`config.mk`:
```
export PLATFORM = sky130hd
export DESIGN_NAME = fetch_stage
export DESIGN_NICKNAME = d
export VERILOG_FILES = /design/src/rtl/fetch_pkg.sv /design/src/rtl/fetch_pc_gen.sv /design/src/rtl/fetch_stage.sv
export SDC_FILE = /design/constraint.sdc
export NUM_CORES = 1
export LEC_CHECK = 0
export CAP_MARGIN = 20
export CORE_MARGIN = 2
export CORE_UTILIZATION = 45
export DETAILED_ROUTE_END_ITERATION = 8
export GPL_TIMING_DRIVEN = 0
export PLACE_DENSITY = 0.8
export SYNTH_ARGS = -nofsm -noshare
export SYNTH_HDL_FRONTEND = slang
export SYNTH_SLANG_ARGS = --single-unit
export TNS_END_PERCENT = 5
```
`constraint.sdc`:
```
create_clock -name clk -period 3.7 [get_ports clk]
set_clock_uncertainty 0.05 [all_clocks]
set_input_delay 0.555 -clock clk [delete_from_list [all_inputs] [get_ports clk]]
set_output_delay 0.555 -clock clk [all_outputs]
set_load 0.1 [all_outputs]
```
`src/rtl/fetch_pkg.sv`:
```
// fetch_pkg: default widths, reset/NOP constants, fetch action encoding
// and the IF/ID payload type shared by the fetch stage and its consumers.
package fetch_pkg;

    localparam int DEF_ADDR_W = 16;
    localparam int DEF_INST_W = 16;
    localparam int DEF_PC_INC = 2;
    localparam logic [DEF_ADDR_W-1:0] DEF_RESET_PC = '0;
    localparam logic [DEF_INST_W-1:0] DEF_NOP_INST = '0;

    // What the fetch path does this cycle, already resolved by priority.
    typedef enum logic [1:0] {
        ACT_ADVANCE,
        ACT_STALL,
        ACT_FLUSH,
        ACT_REDIRECT
    } fetch_act_t;

    // IF/ID payload at the default widths, as seen by the decode stage.
    typedef struct packed {
        logic [DEF_INST_W-1:0] inst;
        logic [DEF_ADDR_W-1:0] pc;
        logic                  valid;
    } ifid_t;

    // Redirect beats flush, flush beats stall, otherwise the stream advances.
    function automatic fetch_act_t decode_act(input logic redirect,
                                              input logic flush,
                                              input logic stall);
        fetch_act_t act;
        act = ACT_ADVANCE;
        if (redirect) begin
            act = ACT_REDIRECT;
        end else if (flush) begin
            act = ACT_FLUSH;
        end else if (stall) begin
            act = ACT_STALL;
        end
        return act;
    endfunction

endpackage

```
`src/rtl/fetch_pc_gen.sv`:
```
// fetch_pc_gen: program counter, incrementer and the redirect/stall mux
// that chooses which address goes out to instruction memory this cycle.
module fetch_pc_gen
    import fetch_pkg::*;
#(
    parameter int                ADDR_W   = DEF_ADDR_W,
    parameter int                PC_INC   = DEF_PC_INC,
    parameter logic [ADDR_W-1:0] RESET_PC = ADDR_W'(DEF_RESET_PC)
) (
    input  logic              clk,
    input  logic              rst,
    input  logic              stall,
    input  logic              flush,
    input  logic              redirect,
    input  logic [ADDR_W-1:0] redirect_pc,
    input  logic [ADDR_W-1:0] rq_pc,
    output logic [ADDR_W-1:0] issue_addr
);

    localparam logic [ADDR_W-1:0] INC = ADDR_W'(PC_INC);

    fetch_act_t        act;
    logic [ADDR_W-1:0] pc_q;
    logic [ADDR_W-1:0] pc_next;

    assign act = decode_act(redirect, flush, stall);

    // Pick the issued address and the following PC; a stall re-reads the in-flight word.
    always_comb begin
        issue_addr = pc_q;
        pc_next    = pc_q + INC;
        case (act)
            ACT_REDIRECT: begin
                issue_addr = redirect_pc;
                pc_next    = redirect_pc + INC;
            end
            ACT_STALL: begin
                issue_addr = rq_pc;
                pc_next    = pc_q;
            end
            default: begin
            end
        endcase
    end

    // PC register; wraps silently modulo 2^ADDR_W.
    always_ff @(posedge clk or negedge rst) begin
        if (!rst) begin
            pc_q <= RESET_PC;
        end else begin
            pc_q <= pc_next;
        end
    end

endmodule

```
`src/rtl/fetch_stage.sv`:
```
// fetch_stage: instruction fetch with stall, flush and branch redirect.
// Tracks the one outstanding synchronous imem read and owns the IF/ID register.
// Optional build macro FETCH_STAT_EN adds fetch_cnt_o, a saturating count of
// cycles in which IF/ID loads a live instruction.
module fetch_stage
    import fetch_pkg::*;
#(
    parameter int                ADDR_W   = DEF_ADDR_W,
    parameter int                INST_W   = DEF_INST_W,
    parameter int                PC_INC   = DEF_PC_INC,
    parameter logic [ADDR_W-1:0] RESET_PC = ADDR_W'(DEF_RESET_PC),
    parameter logic [INST_W-1:0] NOP_INST = INST_W'(DEF_NOP_INST)
) (
    input  logic              clk,
    input  logic              rst,
    input  logic              stall_i,
    input  logic              flush_i,
    input  logic              redirect_i,
    input  logic [ADDR_W-1:0] redirect_pc_i,
    output logic [ADDR_W-1:0] imem_addr_o,
    input  logic [INST_W-1:0] imem_data_i,
    output logic [INST_W-1:0] ifid_inst_o,
    output logic [ADDR_W-1:0] ifid_pc_o,
    output logic              ifid_valid_o
`ifdef FETCH_STAT_EN
    ,
    output logic [31:0]       fetch_cnt_o
`endif
);

    localparam logic [ADDR_W-1:0] INC = ADDR_W'(PC_INC);

    // Same layout as fetch_pkg::ifid_t, but sized by this instance's parameters.
    typedef struct packed {
        logic [INST_W-1:0] inst;
        logic [ADDR_W-1:0] pc;
        logic              valid;
    } ifid_reg_t;

    fetch_act_t        act;
    logic [ADDR_W-1:0] issue_addr;
    logic [ADDR_W-1:0] rq_pc_q;
    logic              rq_valid_q;
    ifid_reg_t         ifid_q;

    assign act = decode_act(redirect_i, flush_i, stall_i);

    fetch_pc_gen #(
        .ADDR_W   (ADDR_W),
        .PC_INC   (PC_INC),
        .RESET_PC (RESET_PC)
    ) u_pc_gen (
        .clk         (clk),
        .rst         (rst),
        .stall       (stall_i),
        .flush       (flush_i),
        .redirect    (redirect_i),
        .redirect_pc (redirect_pc_i),
        .rq_pc       (rq_pc_q),
        .issue_addr  (issue_addr)
    );

    assign imem_addr_o = issue_addr;

    // Remember the address issued this cycle; a flush issues but marks the read dead.
    always_ff @(posedge clk or negedge rst) begin
        if (!rst) begin
            rq_pc_q    <= '0;
            rq_valid_q <= 1'b0;
        end else begin
            case (act)
                ACT_ADVANCE, ACT_REDIRECT: begin
                    rq_pc_q    <= issue_addr;
                    rq_valid_q <= 1'b1;
                end
                ACT_FLUSH: begin
                    rq_pc_q    <= issue_addr;
                    rq_valid_q <= 1'b0;
                end
                default: begin
                end
            endcase
        end
    end

    // IF/ID captures the word returned for last cycle's request, or a NOP bubble on flush.
    always_ff @(posedge clk or negedge rst) begin
        if (!rst) begin
            ifid_q.inst  <= NOP_INST;
            ifid_q.pc    <= '0;
            ifid_q.valid <= 1'b0;
        end else begin
            case (act)
                ACT_ADVANCE: begin
                    ifid_q.inst  <= imem_data_i;
                    ifid_q.pc    <= rq_pc_q + INC;
                    ifid_q.valid <= rq_valid_q;
                end
                ACT_FLUSH, ACT_REDIRECT: begin
                    ifid_q.inst  <= NOP_INST;
                    ifid_q.pc    <= '0;
                    ifid_q.valid <= 1'b0;
                end
                default: begin
                end
            endcase
        end
    end

    assign ifid_inst_o  = ifid_q.inst;
    assign ifid_pc_o    = ifid_q.pc;
    assign ifid_valid_o = ifid_q.valid;

`ifdef FETCH_STAT_EN
    logic [31:0] fetch_cnt_q;

    // Count live IF/ID loads, holding at all-ones instead of wrapping.
    always_ff @(posedge clk or negedge rst) begin
        if (!rst) begin
            fetch_cnt_q <= '0;
        end else if (act == ACT_ADVANCE && rq_valid_q && fetch_cnt_q != 32'hFFFF_FFFF) begin
            fetch_cnt_q <= fetch_cnt_q + 32'd1;
        end
    end

    assign fetch_cnt_o = fetch_cnt_q;
`else
    // Statistics disabled: no counter state exists in this build.
`endif

endmodule
```
# [Yosys cells after proc, flatten, opt, wreduce, memory -nomap -nowiden]
# Index checks and enable logic that the tools add are counted.
[classes] n_reduce_logical=6 muxes=7 addsub=3 n_eq_ne=3
[op_table] operator="$pmux W33 S2" count=1
[op_table] operator="$pmux W16 S2" count=2
[op_table] operator="$add A16 B2 Y16 const B" count=3
[op_table] operator="$eq A2 B2 Y1 const B" count=2
[op_table] operator="$mux W2" count=2
[op_table] operator="$reduce_bool A2 Y1" count=2
[op_table] operator="$reduce_or A2 Y1" count=2
[op_table] operator="$reduce_or A3 Y1" count=1
[op_table] operator="$eq A2 B1 Y1 const B" count=1
[op_table] operator="$logic_not A2 Y1" count=1
[op_table] operator="$pmux W1 S2" count=1
[op_table] operator="$mux W1" count=1
[totals] out_inout_bits=49 inputBits=37 word_cells=25 reg_bits=66

# [Logic depth before layout (Yosys ltp)]
# Gate-level depths: netlist (run 1).
[logic_depth] word_depth=6 depth_mapped=12 mapped_depth_nobuf=8

# [Cells and area by module]
# Synthesis (run 1) repeated with hierarchy kept, for this count alone.
[hier_totals] cells_unflattened=345 hier_area_um2=3678.5
[modules_own_cells] module="fetch_stage" instances=1 cells_each=151 seq_area_each_um2=1251.2 area_each_um2=2073.2
[modules_own_cells] module="fetch_pc_gen" instances=1 cells_each=194 seq_area_each_um2=400.4 area_each_um2=1605.3

# [Worst setup path before layout (run 1)]
# Ideal clock, no wire load.
[synth_path] kind="input to output" start="in stall_i" end="out imem_addr_o[15]" cell_stages=5 path_buffers=2 required_ns=3.095 path_slack_ns=-0.338 arrival_time_ns=3.433 cell_sequence="buf_2 -> nor2b_1 -> buf_1 -> mux2i_1 -> o21ai_0"
[synth_via] elab_chain_cells=5 elab_cells_between_ends=6 cone_classes="eq/ne: 2; mux: 4"
[synth_rtl] element="from (decl)" line_no="fetch_stage.sv:16" source="input logic stall_i,"
[synth_rtl] element="$mux W1 *" line_no="fetch_pkg.sv:36" source="end else if (stall) begin"
[synth_rtl] element="$mux W2 *" line_no="fetch_pkg.sv:34" source="end else if (flush) begin"
[synth_rtl] element="$mux W2 *" line_no="fetch_pkg.sv:32" source="if (redirect) begin"
[synth_rtl] element="$eq A2 B1 Y1 / $eq A2 B2 Y1 (equally long branches)" line_no="fetch_pc_gen.sv:32" source="case (act)"
[synth_rtl] element="$pmux W16 S2 *" line_no="fetch_pc_gen.sv:32"
[synth_rtl] element="to (decl)" line_no="fetch_stage.sv:20" source="output logic [ADDR_W-1:0] imem_addr_o,"
# Mark *: on every way between the ends. The rest lies on a longest branch, timed or not.

# [Worst setup path after layout (run 1)]
[layout_path] start="in flush_i" end="out imem_addr_o[11]"
[layout_via] elab_chain_cells=4 elab_cells_between_ends=5 cone_classes="eq/ne: 2; mux: 3"
[layout_rtl] element="from (decl)" line_no="fetch_stage.sv:17" source="input logic flush_i,"
[layout_rtl] element="$mux W2 *" line_no="fetch_pkg.sv:34"
[layout_rtl] element="$mux W2 *" line_no="fetch_pkg.sv:32"
[layout_rtl] element="$eq A2 B1 Y1 / $eq A2 B2 Y1 (equally long branches)" line_no="fetch_pc_gen.sv:32"
[layout_rtl] element="$pmux W16 S2 *" line_no="fetch_pc_gen.sv:32"
# Marked as above.

==> results.sh, run 1 <==
export IMPL_setup_worst_path_start="flush_i"
export IMPL_finalHoldViolations=0
export IMPL_r2r_end="u_pc_gen.pc_q[7]"
export IMPL_min_delay_path_class="input pin to asynchronous set/reset pin"
export IMPL_synth_edff_count=0
export IMPL_drc=0
export IMPL_placementRows=32
export IMPL_synthMuxAreaShare=0.131
export IMPL_slowest_delay_ps=850
export IMPL_hpwl_mm=6.84
export IMPL_synth_cell_type_count=41
export IMPL_die_y_um=93.8
export IMPL_clock_fmax_mhz=268
export IMPL_core_um2=7770
export IMPL_slew_limit_headroom=0.341
export IMPL_cts_setup_buffers=0
export IMPL_synth_top_family_by_area="simple AND/OR/NAND/NOR gates"
export IMPL_synth_compound_area_share=0.125
export IMPL_post_synth_top_count_cell="dfrtp_1"
export IMPL_grt_use_total=0.222
export IMPL_synthTopCellsByCount="dfrtp_1 (66), nor2_1 (46), mux2i_1 (43), o21ai_0 (37), nand2_1 (32)"
export IMPL_final_core_util=0.617
export IMPL_antenna_found_initial=0
export IMPL_cts_tree="done"
export IMPL_first_pass_iters=5
export IMPL_n_antenna_cell=0
export IMPL_yosys_area_share_adder=0.00689
export IMPL_rsz0062_at_grt="yes"
export IMPL_violations="negative setup slack"
export IMPL_synth_ff_type="dfrtp_1"
export IMPL_htreeDepth=3
export IMPL_ant_nets=0
export IMPL_crit_family="buffers and inverters"
export IMPL_place_congestion=0.906
export IMPL_required_ps=3090
export IMPL_first_global_vias=3141
export IMPL_ir_worst_vdd_v=0.000195
export IMPL_grt_pass1_wl_mm=15.1
export IMPL_cp_depth=7
export IMPL_cts_buffers_inserted=9
export IMPL_portBuffers=84
export IMPL_place_ws_ps=-444
export IMPL_cp_endpoint="imem_addr_o[11]"
export IMPL_setup_worst_path_class="input pin to primary output"
export IMPL_crit_top_cell="buf_2"
export IMPL_worst_path_buf_inv=4
export IMPL_tightest_slew_ps=986
export IMPL_p_per_area_nw_per_um2=436
export IMPL_yosys_area_share_simple=0.164
export IMPL_drt_wl_total_mm=9.22
export IMPL_slew_violations=0
export IMPL_holdWs_ps=223
export IMPL_power_w=0.00209
export IMPL_synthXorXnorAreaFrac=0.0844
export IMPL_slowest_stage="clkdlybuf4s15_1"
export IMPL_ys_warn_count=0
export IMPL_clock_latency_ps=350
export IMPL_arrival_ps=3120
export IMPL_syn_cell_area_um2=3630
export IMPL_min_period_over_period=1.01
export IMPL_num_vias=3165
export IMPL_syn_nets=415
export IMPL_power_leakage_nw=2.10
export IMPL_yosys_area_top_type="dfrtp_1"
export IMPL_ys_top_cells_by_area="dfrtp_1 (45%), mux2i_1 (12%), xor2_1 (5.8%)"
export IMPL_reg2reg_depth=7
export IMPL_setup_slack_ps=-25.9
export IMPL_path_max_fanout=10
export IMPL_start_util=0.468
export IMPL_synth_seq_area_share=0.455
export IMPL_async_reset_ff_frac=1.00
export IMPL_setup_viol=1
export IMPL_io_pins=86
export IMPL_path_clk_slew_ps=70
export IMPL_crit_path_end_kind="primary output"
export IMPL_grt_overflow=0
export IMPL_grt_max_degree=67
export IMPL_layout_drive_gt1_share=0.103
export IMPL_synth_top_area_share=0.455
export IMPL_syn_instance_count=376
export IMPL_dieArea_um2=8810
export IMPL_final_net_count=510
export IMPL_synth_avg_cell_area_um2=9.66
export IMPL_reg2reg_from="u_pc_gen.pc_q[2]"
export IMPL_area_growth_pct=32.0
export IMPL_min_period_ps=3730
export IMPL_clockBufferDepth=2
export IMPL_root_buffer="clkbuf_8"
export IMPL_status="complete, but fails checks"
export IMPL_chipWidth_um=93.8
export IMPL_maxCapViolations=0
export IMPL_routed_via_density=5.48
export IMPL_ys_seq_elements=66
export IMPL_drt_initial_drc_count=159
export IMPL_reg2reg_slack_ps=1490
export IMPL_wl_per_cell_um=15.9
export IMPL_crit_chain="clkdlybuf4s50_1 -> nand2b_1 -> buf_2 -> buf_2 -> mux2i_1 -> o21ai_0 -> clkdlybuf4s15_1"
export IMPL_startpoint_type="input pin"
export IMPL_clock_sinks=66
==> worst min-delay path by stage <==
stage / end / cells past startpoint
floorplan: ifid_inst_o[0] / 0
global placement: ifid_pc_o[4] / 2
detailed placement: ifid_pc_o[5] / 2
CTS: rq_pc_q[14] / 1
global route: ifid_pc_o[11] / 1
finish: ifid_inst_o[1] / 1
==> area by class of cell <==
| class | instances | area (um2) |
|---|---|---|
| plain buffers | 21 | 96.3 |
| clock buffers | 9 | 124 |
| clock inverters | 7 | 70.1 |
| fillers | 669 | 2970 |
| inverters | 7 | 26.3 |
| multi-input cells | 282 | 1860 |
| flip-flops and latches | 66 | 1650 |
| well taps | 102 | 128 |
| repair buffers | 84 | 841 |
==> metal layers <==
metal  wire length, um  global-route usage
met1              3830               0.275
met2              4570               0.378
met3               645              0.0562
met4               172              0.0773
met5                 0                   0
==> repair_timing <==
item / 4_1_cts / 5_1_grt
endpoints found under the setup margin: 15 / 4
gates resized for setup: 45 / 6
hold buffers: 0 / 0
==> report_power, final <==
part	switching, W	internal, W	leakage (nW)
Sequential	0.0000672	0.000781	0.838
Combinational	0.000450	0.000193	1.16
Clock	0.000290	0.000309	0.0990
==> cells in the final DEF, fill, tap and decap left out, types with 3 or more instances in the layout <==
| cell type | n |
|---|---|
| clkdlybuf4s50_1 | 67 |
| dfrtp_1 | 66 |
| nor2_1 | 46 |
| mux2i_1 | 43 |
| o21ai_0 | 36 |
| nand2_1 | 32 |
| xor2_1 | 24 |
| a21oi_1 | 21 |
| nand3_1 | 19 |
| clkbuf_1 | 11 |
| xnor2_1 | 11 |
| clkdlybuf4s15_2 | 10 |
| nand4_1 | 9 |
| clkbuf_8 | 9 |
| inv_1 | 6 |
| buf_2 | 5 |
| a31oi_1 | 4 |
| mux2_2 | 4 |
| buf_1 | 3 |
| nand2b_1 | 3 |
| o211a_1 | 3 |
| clkinv_2 | 3 |
==> cells by family (layout without fill, tap and decap cells) <==
family	count (synthesis)	count (layout)
buffers and inverters	28	128
AOI/OAI and AO/OA	73	73
muxes	47	47
adders and majority gates	2	2
xor gates and xnor gates	35	35
and+or+nand+nor	125	125
DFF	66	66
==> through the flow <==
step	area, um2	cells	setup TNS, ps
floorplan	3630	376	-2430
finish	4790	578	-25.9
global route	4790	578	-113
detailed placement	4600	562	-4770
CTS	4800	578	-130
global placement	4600	562	-17050
==> state kept, by name, indices dropped and copies added (netlist names) <==
name / cells
u_pc_gen.pc_q: 16
rq_valid_q: 1
ifid_valid_o: 1
rq_pc_q: 16
ifid_inst_o: 16
ifid_pc_o: 16
Power figures use the tool's default switching activity.
==> run 2, diff against run 1 <==
CORE_MARGIN = 1   (was 2)
==> run 2 against run 1 <==
Compared with the run above:
- the run now ends clean
- clock-buffer cell count grew 1
- die area down 4.2%
- critical endpoint is now imem_addr_o[7]
- first-iteration DRC count grew 23%
==> results.sh, run 2 (synthesized netlist as in run 1, its figures left out) <==
export IMPL_grt_use_total=0.230
export IMPL_placed_cell_area_um2=4600
export IMPL_setup_tns_ps=0
export IMPL_r2r_end="u_pc_gen.pc_q[7]"
export IMPL_area_growth_pct=33.0
export IMPL_reg2reg_from="u_pc_gen.pc_q[2]"
export IMPL_portBuffers=84
export IMPL_clockBufferDepth=2
export IMPL_hpwl_mm=6.63
export IMPL_dp_cells=562
export IMPL_routed_via_density=5.45
export IMPL_first_pass_iters=4
export IMPL_status="complete, no violations"
export IMPL_first_global_vias=3174
export IMPL_power_w=0.00218
export IMPL_io_pins=86
export IMPL_arrival_ps=2960
export IMPL_grt_pass1_wl_mm=15.1
export IMPL_cp_endpoint="imem_addr_o[7]"
export IMPL_layout_drive_gt1_share=0.103
export IMPL_hold_buffers=0
export IMPL_htreeDepth=3
export IMPL_start_util=0.468
export IMPL_layout_cells_most_common_list="clkdlybuf4s50_1 (67), dfrtp_1 (66), nor2_1 (46)"
export IMPL_met2_usage=0.382
export IMPL_clock_fmax_mhz=280
export IMPL_drc=0
export IMPL_use_met3=0.0572
export IMPL_place_congestion=0.897
export IMPL_chipWidth_um=91.8
export IMPL_top_usage_layer="met2"
export IMPL_clock_sinks=66
export IMPL_maxCapViolations=0
export IMPL_die_y_um=91.8
export IMPL_grt_max_degree=67
export IMPL_reg2reg_slack_ps=1560
export IMPL_path_clk_slew_ps=70
export IMPL_p_per_area_nw_per_um2=452
export IMPL_tightest_slew_ps=985
export IMPL_power_leakage_nw=2.11
export IMPL_setup_worst_path_start="flush_i"
export IMPL_drt_initial_drc_count=196
export IMPL_ir_worst_vdd_v=0.000216
export IMPL_path_max_fanout=10
export IMPL_stdcell_area_um2=4830
export IMPL_num_vias=3152
export IMPL_root_buffer="clkbuf_8"
export IMPL_min_period_ps=3570
export IMPL_layout_commonest_cell="clkdlybuf4s50_1"
export IMPL_antenna_found_initial=0
export IMPL_grt_overflow=0
export IMPL_final_cell_count_no_fill=578
export IMPL_required_ps=3090
export IMPL_placementRows=32
export IMPL_dieArea_um2=8430
export IMPL_use_met1=0.287
export IMPL_crit_path_end_kind="primary output"
export IMPL_finalHoldViolations=0
export IMPL_cts_tree="done"
export IMPL_reg2reg_depth=7
export IMPL_min_period_over_period=0.964
export IMPL_rsz0062_at_grt="no"
export IMPL_startpoint_type="input pin"
export IMPL_min_delay_path_class="input pin to asynchronous set/reset pin"
export IMPL_setup_worst_path_class="input pin to primary output"
export IMPL_clock_latency_ps=350
export IMPL_ant_nets=0
export IMPL_slew_violations=0
export IMPL_final_net_count=510
export IMPL_drt_wl_total_mm=8.96
export IMPL_slew_limit_headroom=0.341
export IMPL_cts_setup_buffers=0
export IMPL_cts_buffers_inserted=9
export IMPL_n_antenna_cell=0
export IMPL_wl_per_cell_um=15.5
export IMPL_n_fill_cell=665
export IMPL_setup_viol=0
export IMPL_core_um2=7770
[run 2: cell types whose count changed in the layout (fill, tap and decap cells not counted), sizes merged]
cell / change
bufinv: +1
clkinv: -2
dlygate4sd2: +2
dlymetal6s2s: -1
[run 2: metal layers]
| layer | vias up | part of all wire | wire length [um] |
|---|---|---|---|
| met3 | 18 | 0.058 | 524 |
| met5 | - | 0 | 0 |
| met1 | 1514 | 0.43 | 3870 |
| met4 | 0 | 0.024 | 218 |
| met2 | 117 | 0.49 | 4350 |
| li1 | 1503 | - | - |
[run 2: how the worst min path moves through the flow]
stage                endpoint  slack, ps         start  depth (start not counted)
6_report        ifid_pc_o[13]        250           rst                          1
3_5_place_dp     ifid_pc_o[3]        460  ifid_pc_o[3]                          2
5_1_grt         ifid_pc_o[13]        310           rst                          1
2_1_floorplan  ifid_inst_o[0]        210           rst                          0
4_1_cts           rq_pc_q[14]        300           rst                          1
3_3_place_gp     ifid_pc_o[4]        450  ifid_pc_o[4]                          2
[run 2: where the power goes]
group | internal (W) | switching, W
clock | 0.000399 | 0.000294
sequential | 0.000781 | 0.0000671
combinational | 0.000193 | 0.000448
[run 2: stage by stage]
| step | worst slack, ps | util | hold slack [ps] |
|---|---|---|---|
| floorplan | -331 | - | 209 |
| global placement | -438 | 0.592 | 447 |
| detailed placement | -444 | 0.592 | 461 |
| CTS | -83.5 | 0.622 | 295 |
| global route | 28.1 | 0.622 | 314 |
| finish | 133 | 0.622 | 253 |
[run 2: critical path, cell delays in order]
cell and delay, ps:
clkdlybuf4s50_1 620, nand2b_1 160, buf_2 260, buf_2 320, mux2i_1 130, o21ai_0 290
clkdlybuf4s15_2 610
[run 2: area by class of cell]
class,instances,area [um2],area share
Buffer,21,96.3,0.0199
Clock buffer,10,138,0.0285
Clock inverter,6,90.1,0.0187
Inverter,7,26.3,0.00544
Multi-Input combinational cell,282,1860,0.385
Sequential cell,66,1650,0.342
Tap cell,102,128,0.0264
Timing Repair Buffer,84,842,0.174
[run 2: timing repair]
item,4_1_cts,5_1_grt
resized for setup,48,2
setup endpoints to repair,16,1
endpoints found under the hold margin,0,0
==> run 3, diff against run 2 <==
CORE_UTILIZATION = 54   (was 45)
PLACE_DENSITY = 0.93   (was 0.8)
SKIP_LAST_GASP = 1   (was default)
==> run 3 against run 2 <==
Compared with the run above:
- the run now ends with design-rule violations, negative setup slack left
- largest cell class unchanged
- core utilization up 12 points
- sequential share of layout area increased by 0.59 points
- critical endpoint is now imem_addr_o[9]
- critical path type unchanged
- non-clock buffer count stayed put
- routed wire length up 6.1%
==> results.sh, run 3 (synthesized netlist as in run 1, its figures left out) <==
export IMPL_status="complete, but fails checks"
export IMPL_violations="design-rule violations, negative setup slack"
export IMPL_grt_pass1_wl_mm=15.9
export IMPL_rsz0062_at_grt="yes"
export IMPL_root_buffer="clkbuf_8"
export IMPL_setup_viol=14
export IMPL_drt_wl_total_mm=9.50
export IMPL_dieArea_um2=7060
export IMPL_arrival_ps=3260
export IMPL_antenna_found_initial=0
export IMPL_hpwl_mm=6.83
export IMPL_final_net_count=510
export IMPL_finalHoldViolations=0
export IMPL_htreeDepth=3
export IMPL_die_y_um=84.0
export IMPL_p_per_area_nw_per_um2=440
export IMPL_regArea_um2=1650
export IMPL_min_period_ps=3870
export IMPL_grt_max_degree=67
export IMPL_n_fill_cell=441
export IMPL_area_growth_pct=30.7
export IMPL_start_util=0.566
export IMPL_wl_per_cell_um=17.2
export IMPL_stdcell_area_um2=4750
export IMPL_slowest_delay_ps=870
export IMPL_num_vias=3273
export IMPL_multi_input_area_um2=1860
export IMPL_worst_path_buf_inv=4
export IMPL_drc=20
export IMPL_cts_buffers_inserted=9
export IMPL_chipWidth_um=84.0
export IMPL_clock_fmax_mhz=259
export IMPL_clock_sinks=66
export IMPL_maxCapViolations=0
export IMPL_drt_initial_drc_count=252
export IMPL_routed_via_density=5.92
export IMPL_first_global_vias=3269
export IMPL_io_pins=86
export IMPL_crit_family="buffers and inverters"
export IMPL_ir_worst_vdd_v=0.000308
export IMPL_final_cell_count_no_fill=553
export IMPL_placed_cell_area_um2=4570
export IMPL_required_ps=3090
export IMPL_ant_nets=0
export IMPL_tightest_slew_ps=1010
export IMPL_slowest_stage="clkdlybuf4s15_1"
export IMPL_core_um2=6420
export IMPL_portBuffers=84
export IMPL_cts_tree="done"
export IMPL_clockBufferDepth=2
export IMPL_crit_top_cell="buf_2"
export IMPL_n_antenna_cell=0
export IMPL_crit_chain="clkdlybuf4s50_1 -> nand2b_1 -> buf_2 -> buf_2 -> a21oi_1 -> o21ai_0 -> clkdlybuf4s15_1"
export IMPL_min_delay_path_class="input pin to asynchronous set/reset pin"
export IMPL_placementRows=29
export IMPL_setup_slack_ps=-166
export IMPL_place_congestion=0.901
export IMPL_first_pass_iters=7
export IMPL_startpoint_type="input pin"
export IMPL_layout_commonest_cell="clkdlybuf4s50_1"
export IMPL_power_leakage_nw=2.08
export IMPL_grt_overflow=0
export IMPL_grt_use_total=0.288
export IMPL_slew_violations=0
export IMPL_min_period_over_period=1.04
export IMPL_setup_worst_path_class="input pin to primary output"
export IMPL_hold_buffers=0
export IMPL_dp_cells=537
export IMPL_layout_drive_gt1_share=0.0819
export IMPL_path_clk_slew_ps=80
export IMPL_slew_limit_headroom=0.327
export IMPL_layout_cells_most_common_list="clkdlybuf4s50_1 (71), dfrtp_1 (66), nor2_1 (46)"
export IMPL_clock_latency_ps=340
export IMPL_path_max_fanout=10
export IMPL_crit_path_end_kind="primary output"
## run 3: changes by cell type in the layout (fill, tap and decap cells not counted)
cell             before  now
clkinv_4              2    0
dlygate4sd1_1         0    1
clkinvlp_4            1    4
clkdlybuf4s15_2      11    1
clkinv_2              1    2
clkbuf_8             10    9
clkdlybuf4s15_1       0    2
dlygate4sd2_1         4    7
bufinv_16             2    1
clkdlybuf4s50_1      67   71
## run 3: per-stage QoR
stage	util	power (W)	TNS, ps	setup WS [ps]	hold WS, ps
floorplan	-	0.00132	-2430	-331	209
global placement	0.711	0.00149	-10710	-406	447
detailed placement	0.711	0.00151	-4430	-416	463
CTS	0.740	0.00209	-900	-103	287
global route	0.739	0.00217	-2990	-282	339
finish	0.739	0.00209	-1250	-166	278
## run 3: cell type report
class,count,area share
Multi-Input combinational cell,282,0.391
Sequential cell,66,0.348
Timing Repair Buffer,84,0.174
Clock buffer,9,0.0261
Buffer,21,0.0203
Tap cell,77,0.0203
Clock inverter,7,0.0148
Inverter,7,0.00554
## run 3: path summary, 6_finish.rpt
| path | from | slack, ps | end | cells past startpoint |
|---|---|---|---|---|
| min reg2reg | rq_valid_q | 470 | ifid_valid_o | 2 |
| min in group clk | rq_valid_q | 470 | ifid_valid_o | 2 |
| max in group asynchronous | rst | 2800 | rq_pc_q[6] | 1 |
| max reg2reg | u_pc_gen.pc_q[2] | 1470 | u_pc_gen.pc_q[7] | 7 |
| max | flush_i | -170 | imem_addr_o[9] | 7 |
| min | rst | 280 | rq_pc_q[10] | 1 |
## run 3: routing by layer
layer	share of wire	routed length (um)	global-route usage	vias up
met2	0.49	4680	0.468	168
li1	-	-	-	1500
met3	0.077	733	0.0554	29
met4	0.029	272	0.139	0
met1	0.40	3820	0.370	1576
met5	0	0	0	-
## run 3: repair_timing
item | in CTS | in global routing
resized for setup | 19 | 3
endpoints found under the setup margin | 15 | 15
cloned | 0 | 0
endpoints found under the hold margin | 0 | 0
pin swaps | 0 | 0
buffers inserted | 0 | 0
## run 3: where the power goes
group | switching, W | total [W] | internal, W
registers | 0.0000690 | 0.000850 | 0.000781
clock network | 0.000285 | 0.000593 | 0.000308
logic | 0.000454 | 0.000646 | 0.000192
